===== config.mk =====
export PLATFORM = sky130hd
export DESIGN_NAME = mix_columns_seq_flat
export DESIGN_NICKNAME = d
export VERILOG_FILES = /design/src/rtl/mix_columns_seq_if.sv /design/src/rtl/mix_columns_seq.sv /design/src/flat_wrapper.sv
export SDC_FILE = /design/constraint.sdc
export NUM_CORES = 1
export LEC_CHECK = 0
export ABC_AREA = 1
export BUFFER_PORTS_ARGS = -buffer_cell sky130_fd_sc_hd__buf_2
export CAP_MARGIN = 10
export CORE_MARGIN = 2
export CORE_UTILIZATION = 53
export DETAILED_ROUTE_END_ITERATION = 12
export PLACE_DENSITY = 0.79
export SYNTH_ARGS = -nofsm -noshare
export SYNTH_HDL_FRONTEND = slang
export SYNTH_SLANG_ARGS = --single-unit

===== constraint.sdc =====
create_clock -name clk -period 10.15 [get_ports clk]
set_clock_uncertainty 0.1 [all_clocks]
set_input_delay 2.03 -clock clk [delete_from_list [all_inputs] [get_ports clk]]
set_output_delay 2.03 -clock clk [all_outputs]
set_load 0.01 [all_outputs]

===== src/rtl/mix_columns_seq_if.sv =====
// Handshake bundle for mix_columns_seq: input state channel, result channel, status.
// Optional port: bypass, present when MIX_COLUMNS_BYPASS_EN is defined.
interface mix_columns_seq_if;
  logic         in_valid;
  logic         in_ready;
  logic [127:0] in;
  logic         mode;
  logic         out_valid;
  logic         out_ready;
  logic [127:0] out;
  logic         busy;
`ifdef MIX_COLUMNS_BYPASS_EN
  logic         bypass;
`endif

  // Producer/consumer side (drives states in, takes results out)
  modport master (
    output in_valid, in, mode, out_ready,
    input  in_ready, out_valid, out, busy
`ifdef MIX_COLUMNS_BYPASS_EN
    , output bypass
`endif
  );

  // Block side
  modport slave (
    input  in_valid, in, mode, out_ready,
    output in_ready, out_valid, out, busy
`ifdef MIX_COLUMNS_BYPASS_EN
    , input bypass
`endif
  );
endinterface


===== src/rtl/mix_columns_seq.sv =====
// Sequential AES MixColumns / InvMixColumns on a 128-bit state, COLS_PER_CYCLE
// columns per clock, valid/ready handshake on both sides.
// Optional feature macro: MIX_COLUMNS_BYPASS_EN (adds bypass, copies state unmixed).
module mix_columns_seq #(
  parameter int unsigned COLS_PER_CYCLE = 1
) (
  input logic clk,
  input logic rst,
  mix_columns_seq_if.slave io_bus
);

  localparam int unsigned STATE_W = 128;
  localparam int unsigned COL_W   = 32;
  localparam int unsigned CNT_W   = 2;
  localparam int unsigned N_STEPS = 4 / COLS_PER_CYCLE;

  // Reject unsupported column widths at elaboration
  generate
    if (!(COLS_PER_CYCLE == 1 || COLS_PER_CYCLE == 2 || COLS_PER_CYCLE == 4)) begin : g_bad_cfg
      $error("mix_columns_seq: COLS_PER_CYCLE must be 1, 2 or 4");
    end
  endgenerate

  typedef enum logic [1:0] {
    S_IDLE = 2'd0,
    S_BUSY = 2'd1,
    S_DONE = 2'd2
  } state_t;

  state_t               r_state;
  state_t               w_state_nxt;
  logic [STATE_W-1:0]   r_st;
  logic [STATE_W-1:0]   w_st_nxt;
  logic [STATE_W-1:0]   r_res;
  logic [STATE_W-1:0]   w_res_nxt;
  logic                 r_mode;
  logic                 w_mode_nxt;
  logic [CNT_W-1:0]     r_cnt;
  logic [CNT_W-1:0]     w_cnt_nxt;
  logic                 w_accept;
`ifdef MIX_COLUMNS_BYPASS_EN
  logic                 r_bypass;
  logic                 w_bypass_nxt;
`endif

  logic [CNT_W-1:0]     w_col_idx [COLS_PER_CYCLE];
  logic [COL_W-1:0]     w_col_in  [COLS_PER_CYCLE];
  logic [COL_W-1:0]     w_col_mix [COLS_PER_CYCLE];

  // GF(2^8) multiply by x, reduced by 0x11B
  function automatic logic [7:0] xtime(input logic [7:0] b);
    return {b[6:0], 1'b0} ^ (b[7] ? 8'h1B : 8'h00);
  endfunction

  function automatic logic [7:0] gm3(input logic [7:0] b);
    return xtime(b) ^ b;
  endfunction

  function automatic logic [7:0] gm9(input logic [7:0] b);
    return xtime(xtime(xtime(b))) ^ b;
  endfunction

  function automatic logic [7:0] gm11(input logic [7:0] b);
    return xtime(xtime(xtime(b))) ^ xtime(b) ^ b;
  endfunction

  function automatic logic [7:0] gm13(input logic [7:0] b);
    return xtime(xtime(xtime(b))) ^ xtime(xtime(b)) ^ b;
  endfunction

  function automatic logic [7:0] gm14(input logic [7:0] b);
    return xtime(xtime(xtime(b))) ^ xtime(xtime(b)) ^ xtime(b);
  endfunction

  // One column, forward or inverse; row-0 byte is the most significant
  function automatic logic [31:0] mix_col(input logic [31:0] col, input logic inv);
    logic [7:0] a0, a1, a2, a3;
    logic [7:0] r0, r1, r2, r3;
    a0 = col[31:24];
    a1 = col[23:16];
    a2 = col[15:8];
    a3 = col[7:0];
    if (inv) begin
      r0 = gm14(a0) ^ gm11(a1) ^ gm13(a2) ^ gm9(a3);
      r1 = gm9(a0)  ^ gm14(a1) ^ gm11(a2) ^ gm13(a3);
      r2 = gm13(a0) ^ gm9(a1)  ^ gm14(a2) ^ gm11(a3);
      r3 = gm11(a0) ^ gm13(a1) ^ gm9(a2)  ^ gm14(a3);
    end else begin
      r0 = xtime(a0) ^ gm3(a1)   ^ a2        ^ a3;
      r1 = a0        ^ xtime(a1) ^ gm3(a2)   ^ a3;
      r2 = a0        ^ a1        ^ xtime(a2) ^ gm3(a3);
      r3 = gm3(a0)   ^ a1        ^ a2        ^ xtime(a3);
    end
    return {r0, r1, r2, r3};
  endfunction

  // COLS_PER_CYCLE mixers, fed from the columns selected by the step counter (MSB column first)
  generate
    for (genvar k = 0; k < int'(COLS_PER_CYCLE); k++) begin : g_mix
      assign w_col_idx[k] = CNT_W'(3 - int'(r_cnt) * int'(COLS_PER_CYCLE) - k);
      assign w_col_in[k]  = r_st[32'(w_col_idx[k]) * COL_W +: COL_W];
      assign w_col_mix[k] = mix_col(w_col_in[k], r_mode);
    end
  endgenerate

  // Next-state and datapath-load decode
  always_comb begin
    w_state_nxt = r_state;
    w_st_nxt    = r_st;
    w_res_nxt   = r_res;
    w_mode_nxt  = r_mode;
    w_cnt_nxt   = r_cnt;
    w_accept    = 1'b0;
`ifdef MIX_COLUMNS_BYPASS_EN
    w_bypass_nxt = r_bypass;
`endif

    case (r_state)
      S_IDLE: begin
        if (io_bus.in_valid) begin
          w_accept = 1'b1;
        end
      end
      S_BUSY: begin
`ifdef MIX_COLUMNS_BYPASS_EN
        if (r_bypass) begin
          w_res_nxt   = r_st;
          w_state_nxt = S_DONE;
        end else
`endif
        begin
          for (int k = 0; k < int'(COLS_PER_CYCLE); k++) begin
            w_res_nxt[32'(w_col_idx[k]) * COL_W +: COL_W] = w_col_mix[k];
          end
          if (r_cnt == CNT_W'(N_STEPS - 1)) begin
            w_state_nxt = S_DONE;
          end else begin
            w_cnt_nxt = r_cnt + CNT_W'(1);
          end
        end
      end
      S_DONE: begin
        if (io_bus.out_ready) begin
          if (io_bus.in_valid) begin
            w_accept = 1'b1;
          end else begin
            w_state_nxt = S_IDLE;
          end
        end
      end
      default: begin
        w_state_nxt = S_IDLE;
      end
    endcase

    if (w_accept) begin
      w_st_nxt    = io_bus.in;
      w_mode_nxt  = io_bus.mode;
      w_cnt_nxt   = '0;
      w_state_nxt = S_BUSY;
`ifdef MIX_COLUMNS_BYPASS_EN
      w_bypass_nxt = io_bus.bypass;
`endif
    end
  end

  // FSM state register
  always_ff @(posedge clk or posedge rst) begin
    if (rst) begin
      r_state <= S_IDLE;
    end else begin
      r_state <= w_state_nxt;
    end
  end

  // Datapath registers; reset discards any partial result
  always_ff @(posedge clk or posedge rst) begin
    if (rst) begin
      r_st   <= '0;
      r_res  <= '0;
      r_mode <= 1'b0;
      r_cnt  <= '0;
    end else begin
      r_st   <= w_st_nxt;
      r_res  <= w_res_nxt;
      r_mode <= w_mode_nxt;
      r_cnt  <= w_cnt_nxt;
    end
  end

`ifdef MIX_COLUMNS_BYPASS_EN
  // Bypass flag, captured alongside mode at accept
  always_ff @(posedge clk or posedge rst) begin
    if (rst) begin
      r_bypass <= 1'b0;
    end else begin
      r_bypass <= w_bypass_nxt;
    end
  end
`endif

  // Status decoded from the state register; in_ready passes out_ready through in DONE
  assign io_bus.in_ready  = (r_state == S_IDLE) || ((r_state == S_DONE) && io_bus.out_ready);
  assign io_bus.out_valid = (r_state == S_DONE);
  assign io_bus.busy      = (r_state == S_BUSY);
  assign io_bus.out       = r_res;

endmodule


===== src/flat_wrapper.sv =====
// flat-port wrapper written by rule: the top's interface ports become plain ports
module mix_columns_seq_flat 
#(
  parameter int unsigned COLS_PER_CYCLE = 1
)
  (clk, rst, io_bus_in_valid, io_bus_in, io_bus_mode, io_bus_out_ready, io_bus_in_ready, io_bus_out_valid, io_bus_out, io_bus_busy);
  mix_columns_seq_if io_bus_i ();
  input logic clk;
  input logic rst;
  input wire logic [$bits(io_bus_i.in_valid)-1:0] io_bus_in_valid;
  input wire logic [$bits(io_bus_i.in)-1:0] io_bus_in;
  input wire logic [$bits(io_bus_i.mode)-1:0] io_bus_mode;
  input wire logic [$bits(io_bus_i.out_ready)-1:0] io_bus_out_ready;
  output wire logic [$bits(io_bus_i.in_ready)-1:0] io_bus_in_ready;
  output wire logic [$bits(io_bus_i.out_valid)-1:0] io_bus_out_valid;
  output wire logic [$bits(io_bus_i.out)-1:0] io_bus_out;
  output wire logic [$bits(io_bus_i.busy)-1:0] io_bus_busy;
  assign io_bus_i.in_valid = io_bus_in_valid;
  assign io_bus_i.in = io_bus_in;
  assign io_bus_i.mode = io_bus_mode;
  assign io_bus_i.out_ready = io_bus_out_ready;
  assign io_bus_in_ready = io_bus_i.in_ready;
  assign io_bus_out_valid = io_bus_i.out_valid;
  assign io_bus_out = io_bus_i.out;
  assign io_bus_busy = io_bus_i.busy;
  mix_columns_seq #(.COLS_PER_CYCLE(COLS_PER_CYCLE)) u_core (.clk(clk), .rst(rst), .io_bus(io_bus_i));
endmodule

# Yosys cells after proc, flatten, opt, wreduce, memory -nomap -nowiden

Cells that the tools add are included.

Bits in registers: 261
Bits of input ports: 133
Output and inout bits: 131
Word-level logic and storage cells: 117

Add/subtract/negate cells: 3
Equality and inequality tests: 8
Shifts and indexed selects: 3
Multiplexer cells: 28
Bitwise operators: 64
Reductions and logical operators: 6

Operators by type and width:

| operator                    | number |
|---|---|
| $xor A8 B8 Y8               | 62 |
| $bwmux W128                 | 1 |
| $shift A32 B34 Y128 const A | 1 |
| $shiftx A128 B8 Y32         | 1 |
| $shiftx A32 B34 Y128        | 1 |
| $mux W5                     | 12 |
| $neg A7 Y34                 | 1 |
| $mux W8                     | 4 |
| $xor A8 B5 Y8               | 2 |
| $mux W2                     | 7 |
| $ne A3 B2 Y1 const B        | 2 |
| $pmux W2 S3                 | 1 |
| $eq A2 B2 Y1 const B        | 2 |
| $ne A2 B1 Y1 const B        | 2 |
| $reduce_and A4 Y1           | 1 |
| $ne A3 B1 Y1 const B        | 1 |
| $add A2 B1 Y2 const B       | 1 |
| $eq A2 B1 Y1 const B        | 1 |
| $logic_not A2 Y1            | 1 |
| $mux W1                     | 2 |
| $pmux W1 S2                 | 1 |
| $reduce_and A2 Y1           | 1 |
| $reduce_bool A2 Y1          | 1 |
| $sub A2 B2 Y2 const A       | 1 |
| 2 further kinds             | 2 |

# Depth between registers and ports, before layout

Gate-level depths: netlist (run 1).

Depth after elaboration: 16
Depth in mapped cells: 24
Depth with buffers taken out: 22

# Least setup slack after synthesis (run 1)

Ideal clock, no wire load.

Path kind: input to output
From: input io_bus_out_ready
To: output io_bus_in_ready
Arrival time: 2.299 ns
Required time: 8.020 ns
Setup slack: 5.721 ns
Stages on the path: 2
Buffers on the path: 0
Cell sequence: inv_1 > a21oi_1

Longest elaborated chain between the ends: 2

RTL lines:

| element             | RTL line               | source |
|---|---|---|
| start, declared     | flat_wrapper.sv:13     | `input wire logic [$bits(io_bus_i.out_ready)-1:0] io_bus_out_ready;` |
| $logic_and A1 B1 Y1 | mix_columns_seq.sv:203 | `assign io_bus.in_ready = (r_state == S_IDLE) \|\| ((r_state == S_DONE) && io_bus.out_ready);` |
| $logic_or A1 B1 Y1  | mix_columns_seq.sv:203 |  |
| end, declared       | flat_wrapper.sv:14     | `output wire logic [$bits(io_bus_i.in_ready)-1:0] io_bus_in_ready;` |

Every way passes these cells.

# Final worst setup path (run 1)

Same ends and word-level chain as after synthesis.

==> results of run 1 <==
-- cells in the mapped netlist (all sizes together) --
| cell type | number |
|---|---|
| a21o | 2 |
| a21oi | 22 |
| a22o | 2 |
| a32o | 2 |
| and2 | 1 |
| buf | 40 |
| clkbuf | 42 |
| clkinv | 2 |
| dfrtp | 261 |
| ha | 5 |
| inv | 113 |
| mux2 | 122 |
| nand2 | 835 |
| nand2b | 1 |
| nand3 | 228 |
| nand3b | 7 |
| nand4 | 36 |
| nor2 | 22 |
| nor3 | 1 |
| nor4 | 1 |
| o21ai | 105 |
| o21bai | 3 |
| o22ai | 1 |
| o31ai | 6 |
| or2 | 19 |
| xnor2 | 53 |
| xor2 | 129 |
-- cells by family after synthesis --
| group | count (synthesis) |
|---|---|
| simple gates | 1151 |
| flops | 261 |
| buf+inv | 197 |
| xor+xnor | 182 |
| compound gates | 143 |
| mux | 122 |
| fa+ha+maj | 5 |
-- metrics by stage --
step	instance area, µm²	hold slack (ns)
after CTS	19200	0.377
after global routing	19200	0.401
after floorplan	16800	0.378
after detailed placement	18300	0.361
final	19200	0.374
after global placement	18300	0.362
-- critical path, cell delays in order --
cell                      delay [ns]
sky130_fd_sc_hd__buf_2          0.07
sky130_fd_sc_hd__inv_1          0.04
sky130_fd_sc_hd__a21oi_1        0.23
sky130_fd_sc_hd__buf_2          0.19
-- flip-flops by register name (all words and copies together), names as in the netlist --
signal	flops
u_core.r_cnt	2
u_core.r_mode	1
u_core.r_st	128
u_core.r_state	2
u_core.io_bus.out	128
-- metal layers --
metal	GRT usage [%]	routed length [µm]	part of all wire [%]	vias to the layer above
met5	0	32	0.063	-
met4	10.8	1890	3.7	6
met3	5.13	4120	8.1	103
met2	49.4	23100	45	661
met1	41.7	21800	43	7065
li1	-	-	-	7118
-- final cells by class --
cell class                      instances  area [µm²]  area share, %
Timing Repair Buffer                  273        1400           7.30
Tap cell                              402         503           2.61
Clock inverter                         11         138          0.715
Multi-Input combinational cell       1603        9360           48.6
Inverter                              115         457           2.37
Clock buffer                           41         851           4.42
Sequential cell                       261        6530           34.0
-- final timing paths --
kind                                     endpoint  depth (start not counted)             startpoint
setup reg to reg           u_core.io_bus.out[101]                         16        u_core.r_cnt[0]
hold / removal              u_core.io_bus.out[14]                          2  u_core.io_bus.out[14]
setup / recovery                  io_bus_in_ready                          4       io_bus_out_ready
hold reg to reg             u_core.io_bus.out[14]                          2  u_core.io_bus.out[14]
min in group asynchronous   u_core.io_bus.out[67]                          2                    rst
max in group asynchronous         u_core.r_st[12]                          3                    rst
==> flow_summary.rst, run 1 <==
.. list-table::
   :header-rows: 1

   * - Metric
     - Value
   * - Cts repair resizes
     - 0
   * - Final Worst Setup Slack
     - between 5 and 6 ns
   * - Maximum number of pins on one net before global-route repair
     - between 100 and 150
   * - Final weighted congestion in routability-driven placement
     - 1.01
   * - Final-layout fill cell count
     - between 2,000 and 3,000
   * - Sum of net half-perimeters after detailed placement
     - between 30,000 and 40,000 µm
   * - Most frequent cells in the layout
     - 746 x sky130_fd_sc_hd__nand2_1, 263 x sky130_fd_sc_hd__buf_2, 259 x sky130_fd_sc_hd__dfrtp_1, 204 x sky130_fd_sc_hd__nand3_1, 122 x sky130_fd_sc_hd__mux2_2
   * - Number of slew-limit violations in the final report
     - 0
   * - Synthesized-area fraction occupied by and/or/nand/nor cells
     - ~31%
   * - Post-Synth Adder-Cell Area
     - 0.372%
   * - Post-route DRC
     - 0
   * - Final layout net count
     - roughly 2,400
   * - Count of placed standard cells in the final layout, fillers left out
     - around 2,700
   * - Setup-failing EPs final
     - 0
   * - Xor-xnor portion of the synthesized cell area
     - a little over a tenth
   * - Endpoint kind of the worst setup timing path
     - output pin
   * - Mapped Nets
     - 2,199
   * - Multiplexer share of the synthesized area
     - under 10%
   * - Area leader, netlist
     - sky130_fd_sc_hd__dfrtp_1
   * - Number of buffers inserted by hold repair at cts
     - 0
   * - Synthesized instance count
     - slightly above 2,000
   * - Number of flip-flops and latches in the synthesized netlist
     - 261
   * - CTS clock-pin slew for the worst setup and hold paths
     - around 0.06 ns
   * - Max frequency
     - between 0.2 and 0.25 GHz
   * - Syn Std Cell Area
     - roughly 0.017 mm²
   * - Most common cell after layout, fill and taps aside
     - sky130_fd_sc_hd__nand2_1
   * - Critical path data required time
     - roughly 8.0 ns
   * - Post-Place Setup Slack
     - about 5.4 ns
   * - Slew at the pin with the worst max-slew slack
     - 1.17 ns
   * - Class of the tightest hold or removal check
     - reg2reg
   * - Top area cells in the synthesized netlist
     - sky130_fd_sc_hd__dfrtp_1 39%, sky130_fd_sc_hd__nand2_1 17%, sky130_fd_sc_hd__mux2_2 8.2%, sky130_fd_sc_hd__nand3_1 6.1%, sky130_fd_sc_hd__xor2_1 6.0%
   * - Combinational family with the most area after synthesis
     - simple AND/OR/NAND/NOR gates
   * - Row cnt
     - 65
   * - Vias in the first global route
     - 14,300
   * - Full die area
     - roughly 0.033 mm²
   * - Post-synthesis average cell area
     - about 8.2 µm²
   * - First-iteration detailed-routing DRC count
     - around 1,200
   * - Later-pin clock latency in the skew report
     - roughly 0.55 ns
   * - Count of nets left with antenna violations after detail routing
     - 0
   * - I/O pin count
     - 264
   * - RSZ-0062 raised after global routing
     - no
   * - Core region area
     - roughly 0.031 mm²
   * - Max-cap violations
     - 0
   * - Effective utilization at floorplan
     - around 54%
   * - Clock Tree Buf Depth
     - 3
   * - Fraction of layout cells with a size suffix above 1
     - a little over a quarter
   * - Number of antenna violations at the first check in global routing
     - 6
   * - Global-route wire length before repair
     - between 70,000 and 80,000 µm
   * - Global-route total usage across every layer
     - between 30% and 40%
   * - Signal arrival time at the worst endpoint
     - 2.57 ns
   * - CTS root buf
     - sky130_fd_sc_hd__clkbuf_16
   * - Yosys warns
     - 0
   * - Final design utilization
     - roughly 61%
   * - Post-route minimum period
     - approximately 4.7 ns
   * - Critical setup path kind
     - in2out
   * - Inserted Diodes
     - 0
   * - Critical path peak fanout
     - 2
   * - Relative slew margins
     - 21.9%
   * - Vias after detailed routing
     - around 15,000
   * - Cell variety after synth
     - 49
   * - Result of the run
     - completed
   * - Sequential share of the synthesized area
     - slightly below 40%
   * - Setup TNS
     - 0 ns
   * - Startpoint Class
     - input pin
   * - Final global-route overflow total
     - 0
   * - Average via count per standard cell
     - ~5.5
   * - Setup fix buffers added after clock tree synthesis
     - 0
   * - Top cell type's share of synthesized area
     - about two fifths
   * - Area added between synthesis and finish
     - 14.4%
   * - Height of the chip
     - 182 µm
   * - Reg-to-reg slack, setup
     - ~6 ns
   * - Die Wd
     - around 180 µm
   * - Compound-cell area share of the yosys netlist
     - approximately 4.7%
   * - Average routed wire per standard cell
     - 18.8 µm
   * - Number of buffers created by CTS
     - 28
   * - CTS tree
     - done
   * - Clk sinks
     - about 260
   * - Total routed wirelength
     - a little over 50,000 µm
   * - Placed Cells
     - around 2,700
   * - Count of final hold-check violations
     - 0
   * - Post-route clock period utilization
     - 46.3%
   * - H-Tree Depth
     - 1
   * - Count of input and output buffers
     - approximately 260
   * - First-pass detailed-route iteration total
     - 5
Power of run 1 is left out: the tool's default activity adds up to more than one toggle a clock period on the data nets, which glitch-free logic cannot reach.
==> run 2, diff against run 1 <==
--- a/config.mk
+++ b/config.mk
@@ -5,13 +5,13 @@
 export SDC_FILE = /design/constraint.sdc
 export NUM_CORES = 1
 export LEC_CHECK = 0
-export ABC_AREA = 1
+export ABC_AREA = 0
 export BUFFER_PORTS_ARGS = -buffer_cell sky130_fd_sc_hd__buf_2
 export CAP_MARGIN = 10
 export CORE_MARGIN = 2
-export CORE_UTILIZATION = 53
+export CORE_UTILIZATION = 50
 export DETAILED_ROUTE_END_ITERATION = 12
-export PLACE_DENSITY = 0.79
+export PLACE_DENSITY = 0.81
 export SYNTH_ARGS = -nofsm -noshare
 export SYNTH_HDL_FRONTEND = slang
 export SYNTH_SLANG_ARGS = --single-unit
==> constraint.sdc (replaced) <==
create_clock -name clk -period 4.2 [get_ports clk]
set_clock_uncertainty 0.1 [all_clocks]
set_input_delay 0.84 -clock clk [delete_from_list [all_inputs] [get_ports clk]]
set_output_delay 0.84 -clock clk [all_outputs]
set_load 0.01 [all_outputs]
==> run 2 against run 1 <==
Compared with the run above:
- sequential cell count unchanged
- sequential share of layout area is 7.9 points higher
- non-clock buffer count grew 29
- die area down 18%
- setup slack worse by 5.2 ns
- core utilization up 0.51 points
- critical path depth grew 4
- critical path type is now reg2reg
==> flow_summary.rst, run 2 <==
.. list-table::
   :header-rows: 1

   * - Metric
     - Value
   * - Result of the run
     - completed
   * - Most used DFF post-synth
     - sky130_fd_sc_hd__dfrtp_1
   * - GR met2 Demand/Resource
     - 41.3%
   * - EDFF count, synth
     - 0
   * - Reg-to-reg slack, setup
     - 0.29 ns
   * - Top cell type's share of synthesized area
     - 50.5%
   * - CTS clock-pin slew for the worst setup and hold paths
     - ~0.060 ns
   * - Met1 layer usage reported by global route
     - a little over a third
   * - Most common cell after layout, fill and taps aside
     - sky130_fd_sc_hd__buf_2
   * - Number of flip-flops and latches in the synthesized netlist
     - ~260
   * - Effective utilization at floorplan
     - between 50 and 60%
   * - Clock Tree Buf Depth
     - 3
   * - Cts repair resizes
     - 0
   * - Mapped Nets
     - around 1,100
   * - Full die area
     - ~0.027 mm²
   * - Maximum number of pins on one net before global-route repair
     - 130
   * - Critical path data required time
     - between 4 and 5 ns
   * - Post-synthesis average cell area
     - between 10 and 15 µm²
   * - CP Cell Sequence
     - buf_4 -> mux4_2 -> xor3_1 -> xor3_1 -> xnor2_1 -> xnor2_1 -> a21oi_1 -> o31ai_1
   * - Critical R2R Launch
     - u_core.r_cnt[0]
   * - First-iteration detailed-routing DRC count
     - roughly 750
   * - Final-layout worst hold slack
     - 0.148 ns
   * - Count of nets left with antenna violations after detail routing
     - 0
   * - Global-route wire length before repair
     - 52,800 µm
   * - Number of buffers inserted by hold repair at cts
     - 0
   * - Post-route minimum period
     - 3.91 ns
   * - First-pass detailed-route iteration total
     - 5
   * - Later-pin clock latency in the skew report
     - 0.53 ns
   * - Synthesized instance count
     - ~960
   * - Fraction of layout cells with a size suffix above 1
     - between 40% and 50%
   * - Setup fix buffers added after clock tree synthesis
     - 0
   * - CTS root buf
     - sky130_fd_sc_hd__clkbuf_16
   * - Total routed wirelength
     - roughly 35,000 µm
   * - Syn Std Cell Area
     - 0.0129 mm²
   * - Max-cap violations
     - 0
   * - Yosys warns
     - 0
   * - Sum of net half-perimeters after detailed placement
     - between 20,000 and 30,000 µm
   * - Number of buffers created by CTS
     - 27
   * - Setup TNS
     - 0 ns
   * - Global routing usage on met3
     - roughly 6.6%
   * - Layer with the highest usage
     - met2
   * - Critical setup path kind
     - reg2reg
   * - Slew at the pin with the worst max-slew slack
     - around 0.87 ns
   * - Number of antenna violations at the first check in global routing
     - 6
   * - Post-route DRC
     - 0
   * - Max incr delay on CP
     - approximately 0.74 ns
   * - Final layout net count
     - 1,357
   * - Area added between synthesis and finish
     - 20.7%
   * - Die Wd
     - between 150 and 200 µm
   * - Final weighted congestion in routability-driven placement
     - between 0.9 and 1
   * - Area leader, netlist
     - sky130_fd_sc_hd__dfrtp_1
   * - Top post-synthesis cells by count
     - 261 x sky130_fd_sc_hd__dfrtp_1, 129 x sky130_fd_sc_hd__mux2_2, 125 x sky130_fd_sc_hd__xnor2_1, 73 x sky130_fd_sc_hd__nand2_1, 72 x sky130_fd_sc_hd__a22o_1
   * - FF/Latch Area
     - 0.00653 mm²
   * - Setup-failing EPs final
     - 0
   * - Signal arrival time at the worst endpoint
     - 4.23 ns
   * - Max stage delay cell, worst path
     - sky130_fd_sc_hd__dfrtp_2
   * - Row cnt
     - a little under 60
   * - Number of slew-limit violations in the final report
     - 0
   * - Vias in the first global route
     - approximately 9,000
   * - Most numerous cell in the Yosys netlist
     - sky130_fd_sc_hd__dfrtp_1
   * - Endpoint kind of the worst setup timing path
     - flip-flop
   * - Vias after detailed routing
     - approximately 9,000
   * - Count of input and output buffers
     - ~260
   * - Max frequency
     - about 0.26 GHz
   * - Average routed wire per standard cell
     - roughly 22 µm
   * - Final global-route overflow total
     - 0
   * - Class of the tightest hold or removal check
     - in2async
   * - Most frequent cells in the layout
     - 263 x sky130_fd_sc_hd__buf_2, 259 x sky130_fd_sc_hd__dfrtp_1, 129 x sky130_fd_sc_hd__mux2_2, 125 x sky130_fd_sc_hd__xnor2_1, 73 x sky130_fd_sc_hd__nand2_1
   * - Startpoint Class
     - flip-flop
   * - Footprint of the multi-input gates
     - a little over 0.006 mm²
   * - Sequential share of the synthesized area
     - around half
   * - Post-route clock period utilization
     - 93.1%
   * - CTS tree
     - done
   * - Top area cells in the synthesized netlist
     - sky130_fd_sc_hd__dfrtp_1 51%, sky130_fd_sc_hd__mux2_2 11%, sky130_fd_sc_hd__xnor2_1 8.5%, sky130_fd_sc_hd__mux4_2 5.6%, sky130_fd_sc_hd__a22o_1 4.9%
   * - Cell variety after synth
     - 41
   * - Relative slew margins
     - about two fifths
   * - Worst setup path start
     - u_core.r_cnt[0]
   * - RSZ-0062 raised after global routing
     - no
   * - Clk sinks
     - 261
   * - Critical path peak fanout
     - 17
   * - Average via count per standard cell
     - between 5 and 6
   * - Final-layout fill cell count
     - a little over 2,000
   * - Count of final hold-check violations
     - 0
   * - H-Tree Depth
     - 1
   * - Core region area
     - between 0.02 and 0.03 mm²
   * - Height of the chip
     - 165 µm
   * - Proportion of register bits with asynchronous set or reset after synthesis
     - 100%
   * - Global-route total usage across every layer
     - approximately a quarter
   * - I/O pin count
     - ~260
==> run 2: final timing paths <==
path | cells after the start | to
setup / recovery | 8 | u_core.io_bus.out[91]
hold reg to reg | 2 | u_core.io_bus.out[33]
max in group asynchronous | 3 | u_core.r_cnt[1]
min in group clk | 2 | u_core.io_bus.out[33]
setup reg to reg | 8 | u_core.io_bus.out[91]
hold / removal | 2 | u_core.r_state[1]
==> run 2: kinds of logic (layout without fill, tap and decap cells) <==
group	Yosys count	count (layout)	synth area share, %
AOI/OAI and AO/OA	140	140	7.96
xor gates and xnor gates	200	200	17.5
adders and majority gates	5	5	0.484
buffers and inverters	72	354	2.50
DFF	261	261	50.5
muxes	168	168	17.4
other	0	2	0
and+or+nand+nor	109	109	3.67
==> run 2: cell type report <==
type	count	share of cell area [%]
antenna	2	0.0321
clock buffer	40	5.22
clock inverter	7	0.441
inverter	5	0.144
multi-input combinational	622	39.0
sequential	261	41.9
tap	330	2.65
timing repair buffer	302	10.6
==> run 2: critical path: cells and delay by family (launching register included) <==
kind | cells | cell delay [ns]
AO/OA/AOI/OAI | 2 | 0.54
XOR/XNOR | 4 | 1.42
buffers and inverters | 1 | 0.32
flip-flops | 1 | 0.74
multiplexers | 1 | 0.64
==> run 2: through the flow <==
stage          std cells  util, %  cell area (µm²)  setup slack, ns
5_1_grt             1567     61.8            15600           0.0397
3_3_place_gp        1520     58.3            14700            0.380
3_5_place_dp        1520     58.3            14700            0.332
2_1_floorplan        955        -            12900           -0.182
4_1_cts             1567     61.8            15600            0.278
6_report            1569     61.8            15600            0.292
==> run 2: metal layers <==
| metal | vias to the layer above | wire [µm] |
|---|---|---|
| li1 | 3910 | - |
| met5 | - | 46 |
| met2 | 417 | 16200 |
| met3 | 51 | 3280 |
| met1 | 4577 | 14500 |
| met4 | 8 | 617 |
Power of run 2 is left out for the same reason.
==> run 3, diff against run 2 <==
==> constraint.sdc (replaced) <==
create_clock -name clk -period 3.4 [get_ports clk]
set_clock_uncertainty 0.1 [all_clocks]
set_input_delay 0 -clock clk [delete_from_list [all_inputs] [get_ports clk]]
set_output_delay 0 -clock clk [all_outputs]
set_load 0.01 [all_outputs]
==> run 3 against run 2 <==
Compared with the run above:
- sequential share of layout area down 4.7 points
- design area increased by 13%
- first-iteration DRC count increased by 13%
- register-to-register slack worse by 0.22 ns
- via count grew 9.7%
- count of clock-buffer cells in the layout fell by 4
- core utilization is 7.9 points higher
- die area unchanged
- highest routed layer is now met4
- worst hold slack lost 0.13 ns
- non-clock buffer count grew 191
==> flow_summary.rst, run 3 (synthesis gave the netlist of run 2 again) <==
.. list-table::
   :header-rows: 1

   * - Metric
     - Value
   * - Effective utilization at floorplan
     - between 50% and 60%
   * - Relative slew margins
     - a little over a third
   * - Number of slew-limit violations in the final report
     - 0
   * - Critical path peak fanout
     - 4
   * - Count of final hold-check violations
     - 0
   * - Critical R2R Launch
     - u_core.r_cnt[0]
   * - Row cnt
     - 58
   * - Most frequent cells in the layout
     - 264 x sky130_fd_sc_hd__buf_2, 259 x sky130_fd_sc_hd__dfrtp_1, 132 x sky130_fd_sc_hd__dlygate4sd3_1, 129 x sky130_fd_sc_hd__mux2_2, 117 x sky130_fd_sc_hd__xnor2_1
   * - Max incr delay on CP
     - ~0.62 ns
   * - Reg-to-reg slack, setup
     - around 0.070 ns
   * - First-iteration detailed-routing DRC count
     - 845
   * - Footprint of the multi-input gates
     - 0.00622 mm²
   * - Vias after detailed routing
     - 9,830
   * - FF/Latch Area
     - around 0.0065 mm²
   * - Final global-route overflow total
     - 0
   * - H-Tree Depth
     - 1
   * - Final layout net count
     - between 1,500 and 2,000
   * - Clock Tree Buf Depth
     - 3
   * - Number of buffers created by CTS
     - 27
   * - Sum of net half-perimeters after detailed placement
     - between 20,000 and 30,000 µm
   * - Post-route minimum period
     - 3.33 ns
   * - Final Worst Setup Slack
     - between 0.06 and 0.07 ns
   * - Endpoint kind of the worst setup timing path
     - flip-flop
   * - CP Cell Sequence
     - buf_2 -> buf_6 -> mux4_2 -> xor2_1 -> buf_4 -> xor3_1 -> xnor2_2 -> xnor2_2 -> a21oi_1 -> o31ai_1
   * - Number of antenna violations at the first check in global routing
     - 1
   * - RSZ-0062 raised after global routing
     - yes
   * - Critical setup path kind
     - reg2reg
   * - Endpoint, Worst Hold
     - u_core.r_mode
   * - Post-route DRC
     - 0
   * - Result of the run
     - completed
   * - Placed Cells
     - around 1,600
   * - Slew at the pin with the worst max-slew slack
     - around 1 ns
   * - Post-route clock period utilization
     - a little over nine tenths
   * - Count of input and output buffers
     - 263
   * - Setup-failing EPs final
     - 0
   * - Vias in the first global route
     - just over 10,000
   * - Critical path data required time
     - 3.72 ns
   * - Global-route wire length before repair
     - around 61,000 µm
   * - Maximum number of pins on one net before global-route repair
     - just over 50
   * - Final-layout fill cell count
     - about 1,700
   * - Worst R2R End
     - u_core.io_bus.out[27]
   * - CTS tree
     - done
   * - Max-cap violations
     - 0
   * - Total routed wirelength
     - 39,500 µm
   * - Post-Place Setup Slack
     - -0.106 ns
   * - CTS clock-pin slew for the worst setup and hold paths
     - about 0.06 ns
   * - Full die area
     - 0.0272 mm²
   * - Cell seen most often among critical-path stages
     - sky130_fd_sc_hd__xnor2_2
   * - Clk sinks
     - around 260
   * - Hold path cells
     - 3
   * - Count of placed standard cells in the final layout, fillers left out
     - between 1,500 and 2,000
   * - Max stage delay cell, worst path
     - sky130_fd_sc_hd__mux4_2
   * - Hold Crit Start
     - io_bus_in_valid
   * - Startpoint Class
     - flip-flop
   * - Class of the tightest hold or removal check
     - in2reg
   * - Fraction of layout cells with a size suffix above 1
     - 42.4%
   * - Most common cell after layout, fill and taps aside
     - sky130_fd_sc_hd__buf_2
   * - First-pass detailed-route iteration total
     - 5
   * - Cell depth of the worst flop-to-flop path
     - 10
   * - Average via count per standard cell
     - approximately 5.6
   * - Average routed wire per standard cell
     - 22.4 µm
   * - Core region area
     - 0.0253 mm²
   * - Die Wd
     - about 160 µm
   * - I/O pin count
     - around 260
   * - Max frequency
     - 0.300 GHz
   * - Final weighted congestion in routability-driven placement
     - between 1 and 1.5
   * - Later-pin clock latency in the skew report
     - around 0.55 ns
   * - Area added between synthesis and finish
     - 36.1%
   * - Height of the chip
     - 165 µm
   * - Signal arrival time at the worst endpoint
     - 3.65 ns
   * - Count of nets left with antenna violations after detail routing
     - 0
   * - CTS root buf
     - sky130_fd_sc_hd__clkbuf_16
   * - Global-route total usage across every layer
     - between 20% and 30%
[run 3: changes by cell type in the layout (fill, tap and decap cells not counted), moves of 4 or more]
| cell | before | now |
|---|---|---|
| sky130_fd_sc_hd__buf_12 | 4 | 10 |
| sky130_fd_sc_hd__buf_4 | 35 | 86 |
| sky130_fd_sc_hd__clkbuf_8 | 9 | 5 |
| sky130_fd_sc_hd__dlygate4sd3_1 | 0 | 132 |
| sky130_fd_sc_hd__xnor2_1 | 125 | 117 |
| sky130_fd_sc_hd__xnor2_2 | 5 | 13 |
| sky130_fd_sc_hd__xnor3_1 | 22 | 17 |
| sky130_fd_sc_hd__xnor3_2 | 0 | 5 |
| sky130_fd_sc_hd__xor2_1 | 36 | 31 |
| sky130_fd_sc_hd__xor2_2 | 2 | 7 |
[run 3: through the flow]
step | hold slack (ns) | TNS (ns) | instance area [µm²] | utilization [%]
2_1_floorplan | 0.0168 | -36.95 | 12900 | -
3_3_place_gp | 0.132 | -0.789 | 15100 | 59.8
5_1_grt | 0.0815 | -0.134 | 17600 | 69.7
6_report | 0.0158 | 0 | 17600 | 69.7
3_5_place_dp | 0.135 | -2.03 | 15100 | 59.8
4_1_cts | 0.000656 | 0 | 17400 | 68.9
[run 3: worst max-delay path: cells and delay by family, from the launching register on]
| kind | cells | cell delay [ns] |
|---|---|---|
| AO/OA/AOI/OAI | 2 | 0.54 |
| multiplexers | 1 | 0.62 |
| XOR/XNOR | 4 | 1.02 |
| buffers and inverters | 3 | 0.49 |
| flip-flops | 1 | 0.43 |
[run 3: cell type report]
class,count,area share (%)
diodes,1,0.0142
multi-input cells,622,35.4
inverters,5,0.128
repair buffers,493,19.9
clock inverters,11,0.789
flip-flops and latches,261,37.1
well taps,330,2.35
clock buffers,36,4.32
[run 3: worst max path at each step]
stage / startpoint / to / slack [ns] / cells past startpoint
6_report: u_core.r_cnt[0] / u_core.io_bus.out[27] / 0.07 / 10
5_1_grt: u_core.r_cnt[0] / u_core.io_bus.out[124] / -0.02 / 10
4_1_cts: u_core.r_cnt[0] / u_core.io_bus.out[78] / 0.007 / 9
3_5_place_dp: u_core.r_cnt[0] / u_core.io_bus.out[37] / -0.11 / 8
3_3_place_gp: u_core.r_cnt[0] / u_core.io_bus.out[62] / -0.07 / 8
2_1_floorplan: rst / u_core.io_bus.out[0] / -0.14 / 1
[run 3: metal layers]
metal,vias up,global-route usage (%),wire [µm]
met5,-,0,0
met4,0,7.59,1100
met3,74,5.63,2950
met2,460,51.4,19900
met1,4996,37.6,15600
li1,4300,-,-
[run 3: what timing repair did]
item,in CTS,in global routing
cloned,0,0
pin swaps,0,3
hold endpoints to repair,162,0
endpoints found under the setup margin,47,66
setup buffers,5,10
resized for setup,6,23
hold buffers,132,0
Power of run 3 is left out for the same reason.
